$ cat config.mk
export PLATFORM = sky130hd
export DESIGN_NAME = sample_unpacker_flat
export DESIGN_NICKNAME = d
export VERILOG_FILES = /design/src/rtl/sample_unpacker_if.sv /design/src/rtl/sample_unpacker.sv /design/src/flat_wrapper.sv
export SDC_FILE = /design/constraint.sdc
export NUM_CORES = 1
export LEC_CHECK = 0
export CORE_MARGIN = 3
export CORE_UTILIZATION = 59
export CTS_BUF_LIST = sky130_fd_sc_hd__clkbuf_4 sky130_fd_sc_hd__clkbuf_8
export CTS_CLUSTER_SIZE = 40
export DETAILED_ROUTE_END_ITERATION = 8
export DONT_BUFFER_PORTS = 1
export PLACE_DENSITY = 0.78
export SLEW_MARGIN = 20
export SYNTH_ARGS = -nofsm -noshare
export SYNTH_HDL_FRONTEND = slang
export SYNTH_SLANG_ARGS = --single-unit
$ cat constraint.sdc
create_clock -name clock -period 3.2 [get_ports clock]
set_clock_uncertainty 0.15 [all_clocks]
set_input_delay 0.48 -clock clock [delete_from_list [all_inputs] [get_ports clock]]
set_output_delay 0.48 -clock clock [all_outputs]
set_load 0.02 [all_outputs]
$ cat src/rtl/sample_unpacker_if.sv
// Chunk-in / frame-out bus between the sample fetcher, the unpacker and the I2S serializer.
// The unpacker is the slave; the environment (fetcher + serializer) is the master.
interface sample_unpacker_if #(
   parameter int DEPTH = 4
);
   localparam int LW = $clog2(DEPTH) + 1;

   logic [63:0]   chunk;
   logic          chunk_valid;
   logic          chunk_ack;
   logic          frame_req;
   logic          mute;
   logic [15:0]   frame_left;
   logic [15:0]   frame_right;
   logic          frame_valid;
   logic          underflow;
   logic [LW-1:0] level;

   modport master (
      output chunk, chunk_valid, frame_req, mute,
      input  chunk_ack, frame_left, frame_right, frame_valid, underflow, level
   );

   modport slave (
      input  chunk, chunk_valid, frame_req, mute,
      output chunk_ack, frame_left, frame_right, frame_valid, underflow, level
   );
endinterface

$ cat src/rtl/sample_unpacker.sv
// Buffers 64-bit sample chunks and hands out one 16/16 stereo frame per I2S request.
// Optional macro SAMPLE_UNPACKER_HOLD_EN: underflow frame repeats the last served frame.
//
// state    | meaning
// ST_PRIME | refilling; requests get zero frames, no data consumed
// ST_RUN   | playing; requests consume frames, empty FIFO -> underflow
module sample_unpacker #(
   parameter int DEPTH = 4
) (
   input logic             clock,
   input logic             reset,
   sample_unpacker_if.slave bus
);
   localparam int AW = (DEPTH > 1) ? $clog2(DEPTH) : 1;
   localparam int LW = $clog2(DEPTH) + 1;

   if (DEPTH < 2 || (DEPTH & (DEPTH - 1)) != 0) begin : g_bad_depth
      $error("sample_unpacker: DEPTH must be a power of two >= 2");
   end

   typedef enum logic {
      ST_PRIME = 1'b0,
      ST_RUN   = 1'b1
   } state_t;

   state_t        state, state_nxt;
   logic [63:0]   mem [DEPTH];
   logic [AW-1:0] wr_ptr, rd_ptr;
   logic [LW-1:0] level_q, level_nxt;
   logic          half, half_nxt;
   logic [15:0]   left_q, right_q, left_nxt, right_nxt;
   logic [15:0]   raw_left, raw_right, sel_left, sel_right;
   logic [15:0]   uf_left, uf_right;
   logic          valid_q, valid_nxt, uf_q, uf_nxt;
   logic          full, empty, push, pop, served;
   logic [63:0]   head;

   assign full  = (level_q == LW'(DEPTH));
   assign empty = (level_q == '0);
   // No bypass: a full FIFO refuses even if it pops this cycle.
   assign push  = bus.chunk_valid & ~full & ~reset;
   assign bus.chunk_ack = push;

   assign head      = mem[rd_ptr];
   assign sel_left  = half ? head[47:32] : head[15:0];
   assign sel_right = half ? head[63:48] : head[31:16];

`ifdef SAMPLE_UNPACKER_HOLD_EN
   logic [15:0] last_left, last_right;

   always_ff @(posedge clock) begin
      if (reset) begin
         last_left  <= '0;
         last_right <= '0;
      end else if (served) begin
         last_left  <= sel_left;
         last_right <= sel_right;
      end
   end

   assign uf_left  = last_left;
   assign uf_right = last_right;
`else
   assign uf_left  = '0;
   assign uf_right = '0;
`endif

   always_comb begin
      state_nxt = state;
      half_nxt  = half;
      pop       = 1'b0;
      served    = 1'b0;
      valid_nxt = 1'b0;
      uf_nxt    = 1'b0;
      raw_left  = '0;
      raw_right = '0;
      left_nxt  = left_q;
      right_nxt = right_q;
      case (state)
         ST_PRIME: begin
            if (bus.frame_req) begin
               valid_nxt = 1'b1;
            end
            if (full) begin
               state_nxt = ST_RUN;
            end
         end
         ST_RUN: begin
            if (bus.frame_req) begin
               valid_nxt = 1'b1;
               if (!empty) begin
                  served    = 1'b1;
                  raw_left  = sel_left;
                  raw_right = sel_right;
                  half_nxt  = ~half;
                  pop       = half;
               end else begin
                  uf_nxt    = 1'b1;
                  raw_left  = uf_left;
                  raw_right = uf_right;
                  half_nxt  = 1'b0;
                  state_nxt = ST_PRIME;
               end
            end
         end
         default: state_nxt = ST_PRIME;
      endcase
      if (valid_nxt) begin
         left_nxt  = bus.mute ? '0 : raw_left;
         right_nxt = bus.mute ? '0 : raw_right;
      end
   end

   always_comb begin
      level_nxt = level_q;
      case ({push, pop})
         2'b10:   level_nxt = level_q + LW'(1);
         2'b01:   level_nxt = level_q - LW'(1);
         default: level_nxt = level_q;
      endcase
   end

   always_ff @(posedge clock) begin
      if (reset) begin
         state   <= ST_PRIME;
         half    <= 1'b0;
         wr_ptr  <= '0;
         rd_ptr  <= '0;
         level_q <= '0;
         left_q  <= '0;
         right_q <= '0;
         valid_q <= 1'b0;
         uf_q    <= 1'b0;
      end else begin
         state   <= state_nxt;
         half    <= half_nxt;
         level_q <= level_nxt;
         left_q  <= left_nxt;
         right_q <= right_nxt;
         valid_q <= valid_nxt;
         uf_q    <= uf_nxt;
         if (push) begin
            wr_ptr <= wr_ptr + AW'(1);
         end
         if (pop) begin
            rd_ptr <= rd_ptr + AW'(1);
         end
      end
   end

   // Storage needs no reset; the pointers and level define what is valid.
   always_ff @(posedge clock) begin
      if (push) begin
         mem[wr_ptr] <= bus.chunk;
      end
   end

   assign bus.frame_left  = left_q;
   assign bus.frame_right = right_q;
   assign bus.frame_valid = valid_q;
   assign bus.underflow   = uf_q;
   assign bus.level       = level_q;
endmodule

$ cat src/flat_wrapper.sv
// flat-port wrapper written by rule: the top's interface ports become plain ports
module sample_unpacker_flat 
#(
   parameter int DEPTH = 4
)
  (clock, reset, bus_chunk, bus_chunk_valid, bus_frame_req, bus_mute, bus_chunk_ack, bus_frame_left, bus_frame_right, bus_frame_valid, bus_underflow, bus_level);
  sample_unpacker_if #(.DEPTH(DEPTH)) bus_i ();
  input logic clock;
  input logic reset;
  input wire logic [$bits(bus_i.chunk)-1:0] bus_chunk;
  input wire logic [$bits(bus_i.chunk_valid)-1:0] bus_chunk_valid;
  input wire logic [$bits(bus_i.frame_req)-1:0] bus_frame_req;
  input wire logic [$bits(bus_i.mute)-1:0] bus_mute;
  output wire logic [$bits(bus_i.chunk_ack)-1:0] bus_chunk_ack;
  output wire logic [$bits(bus_i.frame_left)-1:0] bus_frame_left;
  output wire logic [$bits(bus_i.frame_right)-1:0] bus_frame_right;
  output wire logic [$bits(bus_i.frame_valid)-1:0] bus_frame_valid;
  output wire logic [$bits(bus_i.underflow)-1:0] bus_underflow;
  output wire logic [$bits(bus_i.level)-1:0] bus_level;
  assign bus_i.chunk = bus_chunk;
  assign bus_i.chunk_valid = bus_chunk_valid;
  assign bus_i.frame_req = bus_frame_req;
  assign bus_i.mute = bus_mute;
  assign bus_chunk_ack = bus_i.chunk_ack;
  assign bus_frame_left = bus_i.frame_left;
  assign bus_frame_right = bus_i.frame_right;
  assign bus_frame_valid = bus_i.frame_valid;
  assign bus_underflow = bus_i.underflow;
  assign bus_level = bus_i.level;
  sample_unpacker #(.DEPTH(DEPTH)) u_core (.clock(clock), .reset(reset), .bus(bus_i));
endmodule
==> summary.md <==
| Metric | Value |
|---|---|
| GRT Overall Usage | `0.220` |
| Crit path from | `u_core.bus.level[0]$_SDFFE_PP0P_` |
| Via count | `5,548` |
| Grt ovf | `0` |
| Inst Count DP | `765` |
| Pin count of the biggest net entering global routing | `40` |
| DPL Wire Length | `13,200 um` |
| Worst r2r path cells | `5` |
| Setup-failing EPs final | `0` |
| TNS Setup | `0 ns` |
| Cell Area, Synth | `11,300 um2` |
| CTS tree | `built` |
| Hold Violations, Final | `0` |
| Slew Limit Fails | `0` |
| Vias per cell | `6.02` |
| Reg2Reg Setup Slack | `0.57 ns` |
| VDD IR-drop max | `0.000471 V` |
| Pwr Density | `601 nW/um2` |
| Setup slack at placement | `0.586 ns` |
| Yosys reg bits | `301` |
| Global-route wire length before repair | `33,900 um` |
| Sink Count | `301` |
| Post-CTS Repair Setup Buffers | `0` |
| Reg power frac | `0.548` |
| Clock latency at the later pin of the worst-skew pair | `0.55 ns` |
| Critical path arrival | `2.73 ns` |
| Core ar. | `18,400 um2` |
| Post-DR wirelength/cell | `24.0 um` |
| Total of warnings raised by yosys | `0` |
| Outcome | `complete, no violations` |
| RR Startpoint | `u_core.bus.level[0]$_SDFFE_PP0P_` |
| HP Class | `in -> reg` |
| PortBufs | `0` |
| Startpoint Class | `register` |
| Pin slew with the least headroom to its limit | `1.01 ns` |
| Max Clk Rate | `380 MHz` |
| RSZ-0062 raised after global routing | `no` |
| Clock buffer count from CTS | `47` |
| Power share of the combinational group | `0.031` |
| Crit Path Category | `reg -> reg` |
| Max cap viols | `0` |
| Hold Crit Depth | `3` |
| Drt first pass iters | `4` |
| Post-synth EDFFs | `256` |
| Worst hold start | `bus_frame_req` |
| Core Util, Final | `0.721` |
| Switch share | `0.196` |
| Antenna-violating nets left | `0` |
| Seq/Total Area, Yosys | `0.761` |
| Initial Utilization | `0.614` |
| Cells after Synth | `544` |
| Worst setup margin | `0.568 ns` |
| Htree depth | `2` |
| Ys async rst share | `0` |
| Post-CTS sizing | `0` |
| Minimum clock period | `2.63 ns` |
| Distinct cells, synth | `33` |
| Routed WL | `22,100 um` |
| Crit-path max FO | `26` |
| Syn_area_per_cell | `20.8 um2` |
| Leak | `4.38 nW` |
| Total power | `0.00797 W` |
| DRC marker count from the first detailed-route iteration | `335` |
| Int Power | `0.00641 W` |
| Critical Path End Type | `register` |
| Period utilization | `0.822` |
| DRC Markers | `0` |
| Die X | `144 um` |
| Fin nets | `727` |
| Share of cells above drive strength 1 | `0.226` |
| CTS Buffer Depth | `3` |
| Syn_nets | `619` |
| Die H | `144 um` |
| GPL Wtd Cong | `0.767` |
| Worst path required time | `3.30 ns` |
| Switching power | `0.00156 W` |
| Die ar. | `20,800 um2` |
| Number of top-level pins | `107` |
| Synth Flop Type | `edfxtp_1` |
| Clock transition at path regs | `0.06 ns` |
| Vias in the first global route | `6,001` |
| Syn-to-layout area delta | `17.5%` |
| Root Driver | `clkbuf_8` |
| Slew HR | `0.328` |
| R2R Path End | `u_core.mem[1][63]$_DFFE_PP_` |
| Rows | `49` |
| Non-Filler Instances | `922` |
| Clock network power share | `0.421` |
| Initial antenna violation count | `1` |
[timing repair]
| item | CTS | global route |
|---|---|---|
| endpoints found under the setup margin | 0 | 0 |
| hold endpoints to repair | 269 | 0 |
| hold buffers | 67 | 0 |
[cell families (layout without fill, tap and decap cells)]
| family | count (synthesis) | count (layout) | synth area share |
|---|---|---|---|
| adder cells (fa/ha/maj) | 6 | 6 | 0.00732 |
| multiplexers | 97 | 97 | 0.163 |
| AO/OA/AOI/OAI | 48 | 48 | 0.0232 |
| other | 0 | 2 | 0 |
| buffers and inverters | 35 | 182 | 0.0218 |
| flip-flops | 301 | 301 | 0.761 |
| AND/OR/NAND/NOR | 55 | 55 | 0.0221 |
| XOR/XNOR | 2 | 2 | 0.00155 |
[stage by stage]
step                instance area, um2  hold slack [ns]
floorplan                        11300            0.305
global placement                 11600            0.310
detailed placement               11600            0.328
CTS                              13300           0.0526
global route                     13300            0.101
finish                           13300           0.0983
[registers in the layout, summed over array words and instances, names as in the netlist, named ones only]
| signal | count |
|---|---|
| u_core.wr_ptr | 2 |
| u_core.bus.level | 3 |
| u_core.bus.frame_valid | 1 |
| u_core.bus.frame_left | 16 |
| u_core.rd_ptr | 2 |
| u_core.bus.underflow | 1 |
| u_core.state | 1 |
| u_core.mem | 256 |
| u_core.half | 1 |
| u_core.bus.frame_right | 16 |
[cell usage after synthesis, drive strengths merged (2+ instances only)]
master	count	share of area
clkbuf	6	0.0023
buf	19	0.016
inv	10	0.0033
mux2i	33	0.029
or3	4	0.0027
edfxtp	256	0.68
dfxtp	45	0.080
nor2	7	0.0023
mux4	64	0.13
a21oi	8	0.0035
and2	4	0.0022
nand3	3	0.0013
o31ai	2	0.0013
o21ai	36	0.016
nand2	33	0.011
ha	5	0.0055
xor2	2	0.0016
[worst max-delay path: stages, from the launching register on]
cell and delay, ns:
dfxtp_1 0.61, nor3b_1 0.15, or3_1 0.36, inv_1 0.26, and2_4 0.50, buf_4 0.28
[area by class of cell]
| cell class | instances | area, um2 |
|---|---|---|
| diodes | 2 | 5.00 |
| clock inverters | 10 | 98.8 |
| well taps | 229 | 287 |
| fillers | 1079 | 5120 |
| repair buffers | 84 | 861 |
| clock buffers | 78 | 911 |
| inverters | 10 | 37.5 |
| flip-flops and latches | 301 | 8600 |
| multi-input cells | 208 | 2470 |
[worst max path at each step]
stage | end | slack, ns | cells after the start
after floorplan | u_core.mem[0][0]$_DFFE_PP_ | 0.51 | 5
after global placement | u_core.mem[3][3]$_DFFE_PP_ | 0.65 | 5
after detailed placement | u_core.mem[3][24]$_DFFE_PP_ | 0.59 | 5
after CTS | u_core.mem[1][63]$_DFFE_PP_ | 0.56 | 5
after global routing | u_core.bus.level[2]$_SDFFE_PP0P_ | 0.44 | 8
final | u_core.mem[1][63]$_DFFE_PP_ | 0.57 | 5
[power by group through the flow]
stage	combinational (W)	sequential [W]	clock [W]
floorplan	0.0000962	0.00444	0
global placement	0.000133	0.00444	0
detailed placement	0.000138	0.00445	0
CTS	0.000246	0.00436	0.00341
global route	0.000266	0.00437	0.00361
finish	0.000246	0.00436	0.00336
[placed cells by master (no fill, tap or decap), drive strengths merged, types with 2 or more instances in the layout]
cell type    instances
edfxtp             256
clkbuf              78
dlygate4sd3         67
mux4                64
dfxtp               45
o21ai               36
mux2i               33
nand2               33
buf                 17
inv                 11
a21oi                8
nor2                 7
clkinv               6
ha                   5
and2                 4
or3                  4
nand3                3
diode                2
o31ai                2
xor2                 2
bufinv               2
[per-layer routing]
layer  GRT usage  vias up  wire length (um)
met3      0.0513       46              1350
met1       0.279     2832              8600
met4      0.0776        0               494
met5           0        -                 0
li1            -     2445                 -
met2       0.377      225             11700
Note: power is estimated with default switching activity, not from simulation.
